**config.mk**
```make
export PLATFORM = sky130hd
export DESIGN_NAME = uart_tx_mmio
export DESIGN_NICKNAME = d
export VERILOG_FILES = /design/src/rtl/uart_tx_mmio.sv
export SDC_FILE = /design/constraint.sdc
export NUM_CORES = 1
export LEC_CHECK = 0
export BUFFER_PORTS_ARGS = -buffer_cell sky130_fd_sc_hd__buf_2
export CORE_ASPECT_RATIO = 0.9
export CORE_MARGIN = 2
export CORE_UTILIZATION = 28
export CTS_CLUSTER_DIAMETER = 50
export DETAILED_ROUTE_END_ITERATION = 10
export GPL_ROUTABILITY_DRIVEN = 1
export GPL_TIMING_DRIVEN = 1
export PLACE_DENSITY_LB_ADDON = 0.15
export SLEW_MARGIN = 20
export SYNTH_ARGS = -nofsm -noshare
export SYNTH_HDL_FRONTEND = slang
export SYNTH_SLANG_ARGS = --single-unit
```
**constraint.sdc**
```tcl
create_clock -name clk -period 3.62 [get_ports clk]
set_input_delay 0.362 -clock clk [delete_from_list [all_inputs] [get_ports clk]]
set_output_delay 0.362 -clock clk [all_outputs]
set_load 0.05 [all_outputs]
```
**src/rtl/uart_tx_mmio.sv**
```systemverilog
// Memory-mapped 8N1 UART transmitter with a small transmit FIFO (UART_TX_PARITY_EN adds an even-parity bit).
// Latency: a byte stored into an empty FIFO while idle is popped on the next edge; the start bit follows that edge.
// Backpressure: stores to a full FIFO are dropped and set a sticky overrun flag, cleared by reading STATUS.
module uart_tx_mmio #(
    parameter int unsigned CLKS_PER_BIT = 5208,
    parameter int unsigned FIFO_DEPTH   = 4,
    parameter logic [31:0] BASE_ADDR    = 32'h1001_0024
) (
    input  logic        clk,
    input  logic        reset,
    input  logic        MemWrite,
    input  logic        MemRead,
    input  logic [31:0] Address,
    input  logic [31:0] WriteData,
    output logic [31:0] ReadData,
    output logic        TxD,
    output logic        Busy
);

    localparam int unsigned BAUD_W = $clog2(CLKS_PER_BIT);
    localparam int unsigned PTR_W  = $clog2(FIFO_DEPTH);
    localparam logic [BAUD_W-1:0] BAUD_LAST = BAUD_W'(CLKS_PER_BIT - 1);
    localparam logic [PTR_W:0]    DEPTH_CNT = (PTR_W + 1)'(FIFO_DEPTH);
    localparam logic [31:0]       STAT_ADDR = BASE_ADDR + 32'd4;

    typedef enum logic [2:0] {
        S_IDLE,
        S_START,
        S_DATA,
`ifdef UART_TX_PARITY_EN
        S_PARITY,
`endif
        S_STOP
    } state_t;

    state_t            state, state_nxt;
    logic [BAUD_W-1:0] baud_cnt, baud_nxt;
    logic [2:0]        bit_cnt, bit_nxt;
    logic [7:0]        shift, shift_nxt;

    logic [7:0]        mem [FIFO_DEPTH];
    logic [PTR_W-1:0]  wr_ptr, rd_ptr;
    logic [PTR_W:0]    count;
    logic              ovr;

    logic wr_hit, rd_stat, full, empty, active, pop, push, overflow, baud_last;
    logic unused_wdata;

`ifdef UART_TX_PARITY_EN
    logic par_bit;
`endif

    assign unused_wdata = ^WriteData[31:8];

    assign wr_hit    = MemWrite && (Address == BASE_ADDR);
    assign rd_stat   = MemRead && (Address == STAT_ADDR);
    assign full      = (count == DEPTH_CNT);
    assign empty     = (count == '0);
    assign active    = (state != S_IDLE);
    assign baud_last = (baud_cnt == BAUD_LAST);

    // A pop on the same edge frees a slot, so a store to a full FIFO still lands.
    assign push     = wr_hit && (!full || pop);
    assign overflow = wr_hit && full && !pop;

    assign ReadData = rd_stat ? {28'd0, ovr, active, empty, full} : 32'd0;
    assign Busy     = !empty || active;

    always_ff @(posedge clk) begin
        if (push) begin
            mem[wr_ptr] <= WriteData[7:0];
        end
    end

    always_ff @(posedge clk or negedge reset) begin
        if (!reset) begin
            wr_ptr   <= '0;
            rd_ptr   <= '0;
            count    <= '0;
            ovr      <= 1'b0;
            state    <= S_IDLE;
            baud_cnt <= '0;
            bit_cnt  <= '0;
            shift    <= '0;
`ifdef UART_TX_PARITY_EN
            par_bit  <= 1'b0;
`endif
        end else begin
            if (push) begin
                wr_ptr <= wr_ptr + PTR_W'(1);
            end
            if (pop) begin
                rd_ptr <= rd_ptr + PTR_W'(1);
            end
            case ({push, pop})
                2'b10:   count <= count + (PTR_W + 1)'(1);
                2'b01:   count <= count - (PTR_W + 1)'(1);
                default: count <= count;
            endcase
            // An overrun on the same edge as the clearing read wins.
            if (overflow) begin
                ovr <= 1'b1;
            end else if (rd_stat) begin
                ovr <= 1'b0;
            end
            state    <= state_nxt;
            baud_cnt <= baud_nxt;
            bit_cnt  <= bit_nxt;
            shift    <= shift_nxt;
`ifdef UART_TX_PARITY_EN
            if (pop) begin
                par_bit <= ^mem[rd_ptr];
            end
`endif
        end
    end

    always_comb begin
        state_nxt = state;
        baud_nxt  = baud_cnt;
        bit_nxt   = bit_cnt;
        shift_nxt = shift;
        pop       = 1'b0;
        case (state)
            S_IDLE: begin
                if (!empty) begin
                    pop       = 1'b1;
                    shift_nxt = mem[rd_ptr];
                    state_nxt = S_START;
                    baud_nxt  = '0;
                    bit_nxt   = '0;
                end
            end
            S_START: begin
                if (baud_last) begin
                    baud_nxt  = '0;
                    state_nxt = S_DATA;
                end else begin
                    baud_nxt = baud_cnt + BAUD_W'(1);
                end
            end
            S_DATA: begin
                if (baud_last) begin
                    baud_nxt  = '0;
                    shift_nxt = {1'b0, shift[7:1]};
                    if (bit_cnt == 3'd7) begin
`ifdef UART_TX_PARITY_EN
                        state_nxt = S_PARITY;
`else
                        state_nxt = S_STOP;
`endif
                    end else begin
                        bit_nxt = bit_cnt + 3'd1;
                    end
                end else begin
                    baud_nxt = baud_cnt + BAUD_W'(1);
                end
            end
`ifdef UART_TX_PARITY_EN
            S_PARITY: begin
                if (baud_last) begin
                    baud_nxt  = '0;
                    state_nxt = S_STOP;
                end else begin
                    baud_nxt = baud_cnt + BAUD_W'(1);
                end
            end
`endif
            S_STOP: begin
                if (baud_last) begin
                    baud_nxt  = '0;
                    state_nxt = S_IDLE;
                end else begin
                    baud_nxt = baud_cnt + BAUD_W'(1);
                end
            end
            default: begin
                state_nxt = S_IDLE;
                baud_nxt  = '0;
                bit_nxt   = '0;
            end
        endcase
    end

    always_comb begin
        TxD = 1'b1;
        case (state)
            S_START:  TxD = 1'b0;
            S_DATA:   TxD = shift[0];
`ifdef UART_TX_PARITY_EN
            S_PARITY: TxD = par_bit;
`endif
            default:  TxD = 1'b1;
        endcase
    end

endmodule

```
# Word level (Yosys, flattened, before mapping)
# Memories as Yosys holds them, arrays and structs flattened.
# Cells that the tools add are included.
# W data, S select, Z words.
# classes
addsub	6
magnitude_cmp	0
n_bitwise	1
mul	0
n_eq_ne	16
n_shift	0
reduce_logical	21
n_div	0
muxes	25
# ops
operator	n
$eq A32 B29 Y1 const B	2
$mux W13	2
$pmux W13 S2	1
$mux W3	8
$mux W8	2
$pmux W8 S2	1
$add A13 B1 Y13 const B	1
$eq A13 B13 Y1 const B	1
$ne A2 B2 Y1 const B	6
$pmux W3 S4	1
$pmux W3 S3	1
$add A3 B1 Y3 const B	2
$eq A3 B2 Y1 const B	2
$eq A3 B3 Y1 const B	2
$logic_not A3 Y1	2
$mux W1	6
$pmux W3 S2	1
$reduce_bool A2 Y1	3
$logic_and A1 B1 Y1	5
$reduce_and A5 Y1	1
$add A2 B1 Y2 const B	2
$mux W4	1
$reduce_and A4 Y1	1
$eq A3 B1 Y1 const B	1
11 further kinds	14
# word_totals
ff_bits	35
latch_bits	0
romBits	0
inputBits	68
mem_count	1
output_inout_bits	34
ramBits	32
# mem_list
name	depth	word_bits	rd	rd_ports_with_merged_regs	write_ports	line	source
mem	4	8	1	0	1	41	logic [7:0] mem [FIFO_DEPTH];

# Depth between registers and ports, before layout
# Gate-level depths: netlist (run 1).
# logic_depth
ltp_word	7
ltp_mapped	11
depth_no_buf	11

# Worst setup path after synthesis (run 1)
# OpenSTA, ideal clock, no wires.
# synth_path
path_type	input port to output port
start	input port Address[26]
end	output port ReadData[2]
cell_stages	3
required_ps	3258
path_buffers	0
setup_slack_ps	837
arrival_time_ps	2421
cell_sequence	nor4b_2 > nand4_2 > nor4_1
# synth_between
elab_chain_len	3
# synth_rtl
item	line	source
start: declaration	13	input logic [31:0] Address,
$eq A32 B29 Y1	56	assign rd_stat = MemRead && (Address == STAT_ADDR);
$logic_and A1 B1 Y1	56	
$mux W4	66	assign ReadData = rd_stat ? {28'd0, ovr, active, empty, full} : 32'd0;
end: declaration	15	output logic [31:0] ReadData,
# Every way passes these cells.

# Worst setup path in the final report (run 1)
# layout_path
start	register state[0]
end	register count[2]
# layout_between
elab_chain_len	6
word_cells_on_any_way	8
cone_classes	eq/ne: 2; mux: 2; reduce/logical: 4
# layout_rtl
item	line	source
start: declaration	36	state_t state, state_nxt;
start signal: assignment	106	state <= state_nxt;
$logic_not A3 Y1 *	124	case (state)
$mux W1 *	124	
$logic_or A1 B1 Y1	63	assign push = wr_hit && (!full || pop);
$logic_and A1 B1 Y1	63	
$eq A2 B1 Y1 / $eq A2 B2 Y1 (equally long branches)	95	case ({push, pop})
$pmux W3 S2 / $reduce_bool A2 Y1 (equally long branches)	n/a	
end signal: assignment	96	2'b10: count <= count + (PTR_W + 1)'(1);
end signal: assignment	97	2'b01: count <= count - (PTR_W + 1)'(1);
end signal: assignment	98	default: count <= count;
end: declaration	43	logic [PTR_W:0] count;
# Every way passes the cells marked *; elsewhere a longest branch is shown, timed or not.
# A chain may end at the register's enable or synchronous reset.

==> impl_metrics.json, run 1 <==
{
  "powerDensity_nw_per_um2": 505,
  "hold_buffers": 0,
  "clockBufferDepth": 2,
  "mostFrequentLayoutCells": "buf_2, dfrtp_1, edfxtp_1",
  "cts_resized": 0,
  "antenna_found_initial": 0,
  "worstPathCellList": "inv_1 > ha_1 > nor4b_1 > nor4b_4 > inv_1 > ha_1 > inv_1 > fa_1 > xor2_1 > nor2_1 > xor2_1",
  "yosys_most_used_dff": "dfrtp_1",
  "cp_common_cell": "inv_1",
  "max_freq_mhz": 381,
  "clock_sinks": 66,
  "fin_crit_sh_pct": 72.5,
  "slew-limit-headroom_pct": 47.0,
  "fillers": 1202,
  "area_delta_synth_final_pct": 18.3,
  "dieArea_sq_um": 13500,
  "coreArea_sq_um": 12200,
  "synth_edf_count": 32,
  "row_count": 38,
  "initial_utilization_pct": 29.0,
  "max-cap-violations": 0,
  "yosys_register_bits": 66,
  "slew_violations": 0,
  "yosysSeqAreaShare_pct": 51.3,
  "wirelength_mm": 6.36,
  "clk_pin_slew_ns": 0.06,
  "synth.top_cell.area_share_pct": 27.2,
  "cp.required_ns": 3.87,
  "io_buffers": 49,
  "io_pins": 102,
  "fin_nets": 406,
  "gp_congestion": 0.750,
  "max_stage_delay_ns": 0.59,
  "skew_ns": 0.00820,
  "crit_type": "reg -> reg",
  "overflow": 0,
  "period_needed_ns": 2.62,
  "multi_input_area_sq_um": 1520,
  "synthSimpleGateAreaFrac_pct": 14.2,
  "grt_max_degree": 35,
  "final_common_cell": "buf_2",
  "cts_htree_levels": 3,
  "syn_avg_cell_area_sq_um": 12.9,
  "synth_cell_types": 52,
  "synthCells": 274,
  "ir_worst_vdd_mv": 0.210,
  "num_vias": 2213,
  "worst-endpoint-arrival_ns": 2.88,
  "ff_latch_area_sq_um": 1810,
  "outcome": "completed",
  "clkLatencyLatePin_ns": 0.33,
  "synth_top_family_by_area": "simple AND/OR/NAND/NOR gates",
  "grt_pass1_wl_mm": 10.7,
  "die_y_microns": 111,
  "crit_fanout": 7,
  "synth_area_sq_um": 3530,
  "hold_viol_final": 0,
  "drtIter0Drc": 66,
  "synth_area_leaders": "edfxtp_1, dfrtp_1, mux2_2",
  "cp_top_family": "simple AND/OR/NAND/NOR gates",
  "end_kind": "flop",
  "cts_buffers": 9,
  "insertedDiodeCount": 0,
  "design_power_total_mw": 2.11,
  "synth_compound_area_share_pct": 7.05,
  "grt_pass1_vias": 2121,
  "rsz0062_at_grt": "false",
  "p_leak_nw": 1.72,
  "setup_violations": 0,
  "cts_tree": "done",
  "min_path_type": "in -> async",
  "drtPass1Iterations": 4,
  "worst_pin_slew_ns": 0.792,
  "yosysWarningCount": 0,
  "holdWs_ns": 0.121,
  "synth_fa_ha_area_share_pct": 4.82,
  "synth_mux_area_share_pct": 12.2,
  "synth_top_area_cell": "edfxtp_1",
  "ant_nets": 0,
  "post-cts-setup-buffers": 0,
  "dp_hpwl_mm": 4.51,
  "synthXorXnorAreaFrac_pct": 1.74,
  "grt_usage_pct": 10.1,
  "drive_gt1_share_pct": 33.0,
  "synth-async-reset-ratio_pct": 51.5,
  "critPathBufInv": 3,
  "cts_root_buf": "clkbuf_16",
  "finalSetupTns_ns": 0,
  "worst_path_max_delay_cell": "nor4b_1",
  "drcViolationCount": 0,
  "die_width_microns": 122,
  "cp-start-kind": "flop",
  "via_per_inst": 4.52,
  "wl_per_cell_microns": 13.0
}
[path summary, 6_finish.rpt]
check,startpoint,endpoint,slack [ns],cells past startpoint
max,state[0],count[2],1.0,11
max reg2reg,state[0],count[2],1.0,11
min reg2reg,shift[4],shift[4],0.50,1
min in group clk,WriteData[2],mem[2][2],0.25,1
min,reset,ovr,0.12,1
max in group asynchronous,reset,bit_cnt[2],2.99,1
[registers in the layout, summed over array words and instances (netlist names)]
signal    cells
ovr           1
mem          32
state         2
baud_cnt     13
wr_ptr        2
bit_cnt       3
rd_ptr        2
count         3
shift         8
[worst register-to-register path, cell delays in order (launching register included)]
cell,delay (ns)
dfrtp_1,0.39
inv_1,0.08
ha_1,0.23
nor4b_1,0.59
nor4b_4,0.15
inv_1,0.09
ha_1,0.18
inv_1,0.06
fa_1,0.37
xor2_1,0.15
nor2_1,0.11
xor2_1,0.14
[routing by layer]
metal,global-route usage (%),up-vias,wire length [microns]
li1,-,1066,-
met1,14.2,1073,3130
met2,15.1,66,2880
met3,2.07,8,242
met4,3.91,0,107
met5,0,-,0
[report_power, final]
part | leakage, nW | internal, mW | total, mW | switching, mW
logic | 0.851 | 0.121 | 0.252 | 0.131
clock network | 0.164 | 0.618 | 0.967 | 0.349
registers | 0.708 | 0.826 | 0.889 | 0.0631
[final cells by class]
class	instances	area share (%)
flip-flops and latches	66	43.4
multi-input cells	183	36.3
repair buffers	51	6.24
clock buffers	9	5.40
well taps	160	4.80
clock inverters	7	2.61
inverters	14	1.26
[stage by stage]
stage | area (sq um) | util, % | setup WS, ns | cells
finish | 4170 | 34.3 | 0.995 | 490
floorplan | 3630 | - | 0.837 | 301
CTS | 4170 | 34.3 | 0.961 | 490
global route | 4170 | 34.3 | 0.758 | 490
detailed placement | 3840 | 31.5 | 0.976 | 474
global placement | 3840 | 31.5 | 0.973 | 474
[synth_stat cells, types with 2 or more instances]
cell type	count
nor2_1	5
nand2_1	13
edfxtp_1	32
nor4b_2	3
xor2_1	3
nor4b_4	2
nand2b_1	2
a22o_1	4
buf_4	28
nand4_1	4
nor2b_1	2
ha_1	12
mux2_2	19
nand3b_1	2
mux4_2	8
or3_1	3
and3_1	6
and4_1	3
and2_1	6
xnor2_1	4
inv_1	13
mux2i_1	2
o21ai_0	6
a31oi_1	5
a21boi_0	2
nor4_1	5
dfrtp_1	34
clkbuf_1	7
nor4_2	2
nor3_1	2
nand3_1	7
buf_2	3
a21oi_1	6
[logic make-up (layout without fill, tap and decap cells)]
| group | count (synthesis) | after routing |
|---|---|---|
| simple gates | 72 | 72 |
| flops | 66 | 66 |
| buf+inv | 52 | 81 |
| compound gates | 33 | 33 |
| mux | 30 | 30 |
| fa+ha+maj | 13 | 13 |
| xor+xnor | 7 | 7 |
| other cells | 1 | 28 |
No activity file was read; power rests on OpenSTA's default activity.
==> run 2, diff against run 1 <==
--- a/config.mk
+++ b/config.mk
@@ -5,6 +5,7 @@
 export SDC_FILE = /design/constraint.sdc
 export NUM_CORES = 1
 export LEC_CHECK = 0
+export ABC_AREA = 1
 export BUFFER_PORTS_ARGS = -buffer_cell sky130_fd_sc_hd__buf_2
 export CORE_ASPECT_RATIO = 0.9
 export CORE_MARGIN = 2
==> constraint.sdc (replaced) <==
create_clock -name clk -period 2.55 [get_ports clk]
set_input_delay 0.255 -clock clk [delete_from_list [all_inputs] [get_ports clk]]
set_output_delay 0.255 -clock clk [all_outputs]
set_load 0.05 [all_outputs]
==> run 2 against run 1 <==
Effect of this change:
- synthesized cell count is 64% higher
- worst setup slack worse by 0.66 ns
- flip-flop and latch count did not move
==> impl_metrics.json, run 2 <==
{
  "outcome": "completed",
  "cp-startpoint": "state[0]",
  "synth.top_cell.area_share_pct": 25.8,
  "io_pins": 102,
  "grt_usage_pct": 12.2,
  "die_width_microns": 126,
  "synth_area_leaders": "edfxtp_1, dfrtp_1, nand2_1",
  "cts_root_buf": "clkbuf_16",
  "row_count": 39,
  "final_cells": 677,
  "area_delta_synth_final_pct": 17.1,
  "via_per_inst": 4.25,
  "clkLatencyLatePin_ns": 0.33,
  "wl_per_cell_microns": 11.8,
  "cts_buffers": 9,
  "synth_cell_types": 31,
  "hold_viol_final": 0,
  "min_path_type": "in -> async",
  "die_y_microns": 113,
  "insertedDiodeCount": 0,
  "antenna_found_initial": 0,
  "finalInstanceArea_sq_um": 4360,
  "clockBufferDepth": 2,
  "drcViolationCount": 0,
  "fin_nets": 589,
  "powerDensity_nw_per_um2": 554,
  "synth_top_area_cell": "edfxtp_1",
  "final_core_util_pct": 34.0,
  "cp_common_cell": "inv_1",
  "crit_fanout": 7,
  "end_kind": "flop",
  "design_power_total_mw": 2.42,
  "drtPass1Iterations": 4,
  "period_needed_ns": 2.22,
  "cp-start-kind": "flop",
  "mostFrequentLayoutCells": "nand2_1, inv_1, buf_2",
  "final_common_cell": "nand2_1",
  "layout_setup_ws_ns": 0.333,
  "cts_resized": 0,
  "power_frac_comb_pct": 6.2,
  "drtIter0Drc": 212,
  "reg2reg_from": "state[0]",
  "finalSetupTns_ns": 0,
  "dieArea_sq_um": 14200,
  "max_freq_mhz": 451,
  "grt_pass1_vias": 2867,
  "grt_max_degree": 35,
  "critPathBufInv": 3,
  "ir_worst_vdd_mv": 0.300,
  "clock_sinks": 66,
  "cts_tree": "done",
  "yosys_most_used_dff": "dfrtp_1",
  "overflow": 0,
  "synth_area_sq_um": 3730,
  "initial_utilization_pct": 29.0,
  "p_int_mw": 1.81,
  "worst_pin_slew_ns": 0.801,
  "fin_crit_sh_pct": 87.0,
  "max_stage_delay_ns": 0.39,
  "slew-limit-headroom_pct": 46.6,
  "largest_register": "mem",
  "ant_nets": 0,
  "cp_top_family": "adder cells",
  "synth.most_common_cell": "nand2_1",
  "holdWs_ns": 0.00967,
  "clk_pin_slew_ns": 0.06,
  "num_vias": 2880,
  "cp.required_ns": 2.76,
  "ys_top_cells_by_count": "nand2_1, inv_1, nor2_1",
  "dp_hpwl_mm": 5.67,
  "worst_path_max_delay_cell": "dfrtp_1",
  "hold_buffers": 0,
  "post-cts-setup-buffers": 0,
  "drive_gt1_share_pct": 17.0,
  "p_clk_share_pct": 47.5,
  "slew_violations": 0,
  "placed_cells": 661,
  "grt_pass1_wl_mm": 13.8,
  "seqPwrFrac_pct": 46.3,
  "p_leak_nw": 2.10,
  "synth_edf_count": 32,
  "skew_ns": 0.00497,
  "reg.largest.list": "mem x32, baud_cnt x13, shift x8",
  "place_ws_ns": 0.349,
  "placed_area_sq_um": 4080,
  "worstPathCellList": "inv_1 > ha_1 > inv_1 > nand2_1 > nand3_2 > ha_1 > inv_1 > fa_1 > a21oi_1 > o21ai_0 > xor2_1",
  "cts_htree_levels": 3,
  "worst-endpoint-arrival_ns": 2.43,
  "coreArea_sq_um": 12800,
  "syn_avg_cell_area_sq_um": 8.30,
  "gp_congestion": 0.747,
  "io_buffers": 49,
  "yosysWarningCount": 0,
  "synthCells": 449,
  "yosysSeqAreaShare_pct": 48.6,
  "p_sw_share_pct": 25.1,
  "wirelength_mm": 8.00,
  "fillers": 1350,
  "synth-async-reset-ratio_pct": 51.5,
  "crit_type": "reg -> reg",
  "largest_register_ffs": 32,
  "setup_violations": 0,
  "yosys_register_bits": 66,
  "rsz0062_at_grt": "false",
  "p_switching_mw": 0.607,
  "max-cap-violations": 0
}
==> run 2: worst paths after layout <==
kind | endpoint | slack, ns | depth (start not counted)
max in group asynchronous | shift[3] | 2.03 | 1
min in group clk | mem[0][6] | 0.14 | 1
setup / recovery | count[2] | 0.33 | 11
hold reg to reg | shift[0] | 0.48 | 2
hold / removal | baud_cnt[10] | 0.01 | 1
setup reg to reg | count[2] | 0.33 | 11
==> run 2: area by class of cell <==
| type | instances | area (sq um) | area share [%] |
|---|---|---|---|
| Tap cell | 164 | 205 | 4.70 |
| Inverter | 52 | 195 | 4.47 |
| Clock buffer | 9 | 225 | 5.16 |
| Multi-Input combinational cell | 321 | 1560 | 35.7 |
| Timing Repair Buffer | 58 | 313 | 7.17 |
| Clock inverter | 7 | 53.8 | 1.23 |
| Sequential cell | 66 | 1810 | 41.5 |
==> run 2: power by group through the flow <==
| stage | combinational, mW | sequential [mW] | clock, mW |
|---|---|---|---|
| 6_report | 0.150 | 1.12 | 1.15 |
| 5_1_grt | 0.163 | 1.12 | 1.23 |
| 4_1_cts | 0.151 | 1.12 | 1.19 |
| 3_5_place_dp | 0.151 | 1.14 | 0 |
| 2_1_floorplan | 0.135 | 1.14 | 0 |
| 3_3_place_gp | 0.149 | 1.14 | 0 |
==> run 2: worst reg2reg max path, stage by stage (launching register included) <==
cell	delay [ns]
dfrtp_1	0.39
inv_1	0.08
ha_1	0.25
inv_1	0.09
nand2_1	0.11
nand3_2	0.18
ha_1	0.16
inv_1	0.06
fa_1	0.37
a21oi_1	0.14
o21ai_0	0.11
xor2_1	0.15
==> run 2: logic make-up after synthesis <==
family	Yosys count	share of synthesized area, %
AO/OA/AOI/OAI	15	2.28
XOR/XNOR	9	2.12
adder cells (fa/ha/maj)	13	4.57
buffers and inverters	89	12.3
flip-flops	66	48.6
other	1	0.101
AND/OR/NAND/NOR	256	30.1
==> run 2: layer usage <==
metal  track usage (%)  part of all wire [%]
met4              3.56                   1.3
met1              14.8                    46
met2              21.3                    49
met3              3.47                   3.5
met5                 0                     0
==> run 3, diff against run 2 <==
--- a/config.mk
+++ b/config.mk
@@ -7,10 +7,12 @@
 export LEC_CHECK = 0
 export ABC_AREA = 1
 export BUFFER_PORTS_ARGS = -buffer_cell sky130_fd_sc_hd__buf_2
+export CAP_MARGIN = 20
 export CORE_ASPECT_RATIO = 0.9
-export CORE_MARGIN = 2
+export CORE_MARGIN = 5
 export CORE_UTILIZATION = 28
 export CTS_CLUSTER_DIAMETER = 50
+export CTS_CLUSTER_SIZE = 20
 export DETAILED_ROUTE_END_ITERATION = 10
 export GPL_ROUTABILITY_DRIVEN = 1
 export GPL_TIMING_DRIVEN = 1
==> run 3 against run 2 <==
Effect of this change:
- worst setup slack worse by 0.013 ns
- sequential share of layout area is 0.63 points lower
- critical path depth shrank 2
- via count barely moved
- critical endpoint unchanged
- non-clock buffer count grew 1
- combinational power is essentially flat
- critical path type unchanged
- cell count rose by 0.74%
- largest power group unchanged
- clock skew about the same
==> impl_metrics.json, run 3 (synthesis gave the netlist of run 2 again) <==
{
  "min_path_type": "in -> async",
  "placed_area_sq_um": 4100,
  "clk_pin_slew_ns": 0.06,
  "grt_max_degree": 35,
  "final_common_cell": "nand2_1",
  "grt-busiest-layer": "met2",
  "worst_pin_slew_ns": 0.811,
  "cts_resized": 0,
  "r2r_end": "count[2]",
  "reg2reg_from": "count[0]",
  "drive_gt1_share_pct": 16.5,
  "post-cts-setup-buffers": 0,
  "grtUsageMet1_pct": 13.5,
  "dieArea_sq_um": 15700,
  "hold_viol_final": 0,
  "ant_nets": 0,
  "row_count": 40,
  "drtPass1Iterations": 6,
  "antenna_found_initial": 0,
  "clkLatencyLatePin_ns": 0.33,
  "largest_register_ffs": 32,
  "period_needed_ns": 2.23,
  "cts_root_buf": "clkbuf_16",
  "wirelength_mm": 8.06,
  "finalSetupTns_ns": 0,
  "gp_congestion": 0.798,
  "cp-start-kind": "flop",
  "crit_fanout": 7,
  "ir_worst_vdd_mv": 0.366,
  "final_core_util_pct": 33.5,
  "grt_pass1_vias": 2751,
  "fin_crit_sh_pct": 87.5,
  "skew_ns": 0.00465,
  "grt_usage_pct": 10.6,
  "initial_utilization_pct": 28.2,
  "grt_util_met3_pct": 3.21,
  "clockBufferDepth": 2,
  "io_pins": 102,
  "slew-limit-headroom_pct": 45.9,
  "rsz0062_at_grt": "false",
  "largest_register": "mem",
  "cts_tree": "done",
  "mostFrequentLayoutCells": "nand2_1, inv_1, buf_2",
  "insertedDiodeCount": 0,
  "num_vias": 2878,
  "end_kind": "flop",
  "cts_htree_levels": 3,
  "cp.required_ns": 2.75,
  "max-cap-violations": 0,
  "die_y_microns": 119,
  "area_delta_synth_final_pct": 18.9,
  "drtIter0Drc": 124,
  "reg.largest.list": "mem x32, baud_cnt x13, shift x8",
  "holdWs_ns": 0.0176,
  "dp_hpwl_mm": 5.89,
  "r2r_cells": 9,
  "via_per_inst": 4.22,
  "powerDensity_nw_per_um2": 599,
  "drcViolationCount": 0,
  "coreArea_sq_um": 13200,
  "p_leak_nw": 2.13,
  "wl_per_cell_microns": 11.8,
  "design_power_total_mw": 2.65,
  "grt_pass1_wl_mm": 13.3,
  "hold_buffers": 0,
  "setup_violations": 0,
  "outcome": "completed",
  "clock_sinks": 66,
  "max_freq_mhz": 448,
  "worst-endpoint-arrival_ns": 2.43,
  "finalInstanceArea_sq_um": 4430,
  "overflow": 0,
  "cts_buffers": 9,
  "die_width_microns": 132,
  "io_buffers": 49,
  "slew_violations": 0,
  "reg2reg_slack_ns": 0.32,
  "crit_type": "reg -> reg",
  "grtUsageMet2_pct": 17.3,
  "fin_nets": 590
}
## run 3: power by group
part | total, mW | switching, mW | internal [mW]
registers | 1.12 | 0.00000000121 | 1.12
logic | 0.150 | 0.121 | 0.0286
clock network | 1.39 | 0.438 | 0.948
total | 2.65 | 0.559 | 2.09
## run 3: worst max-delay path by stage
stage,from,to,slack (ns),cells after the start
floorplan,state[0],TxD,0.30,4
global placement,state[0],count[2],0.35,11
detailed placement,state[0],count[2],0.32,11
CTS,state[0],count[2],0.32,11
global route,count[0],count[2],0.16,9
finish,count[0],count[2],0.32,9
## run 3: per-stage QoR
step           std cells  setup WS, ns
6_report             682         0.319
3_5_place_dp         666         0.324
2_1_floorplan        476         0.298
4_1_cts              682         0.317
5_1_grt              682         0.159
3_3_place_gp         666         0.354
## run 3: cell type report
type | instances | area [sq um]
clock buffer | 10 | 229
sequential | 66 | 1810
tap | 168 | 210
multi-input combinational | 321 | 1560
fill | 1417 | 8780
timing repair buffer | 59 | 320
inverter | 52 | 195
clock inverter | 6 | 105
## run 3: critical path, cell delays in order, from the launching register on
cell and delay (ns):
dfrtp_1 0.42, nor3_1 0.31, nand2_1 0.18, nand3_2 0.18, ha_1 0.16, inv_1 0.07, fa_1 0.37, a21oi_1 0.14
o21ai_0 0.12, xor2_1 0.15
## run 3: layer usage
metal	part of all wire, %	vias to the layer above
li1	-	1493
met4	0.99	0
met1	45	1331
met3	4.6	6
met5	0	-
met2	50	48
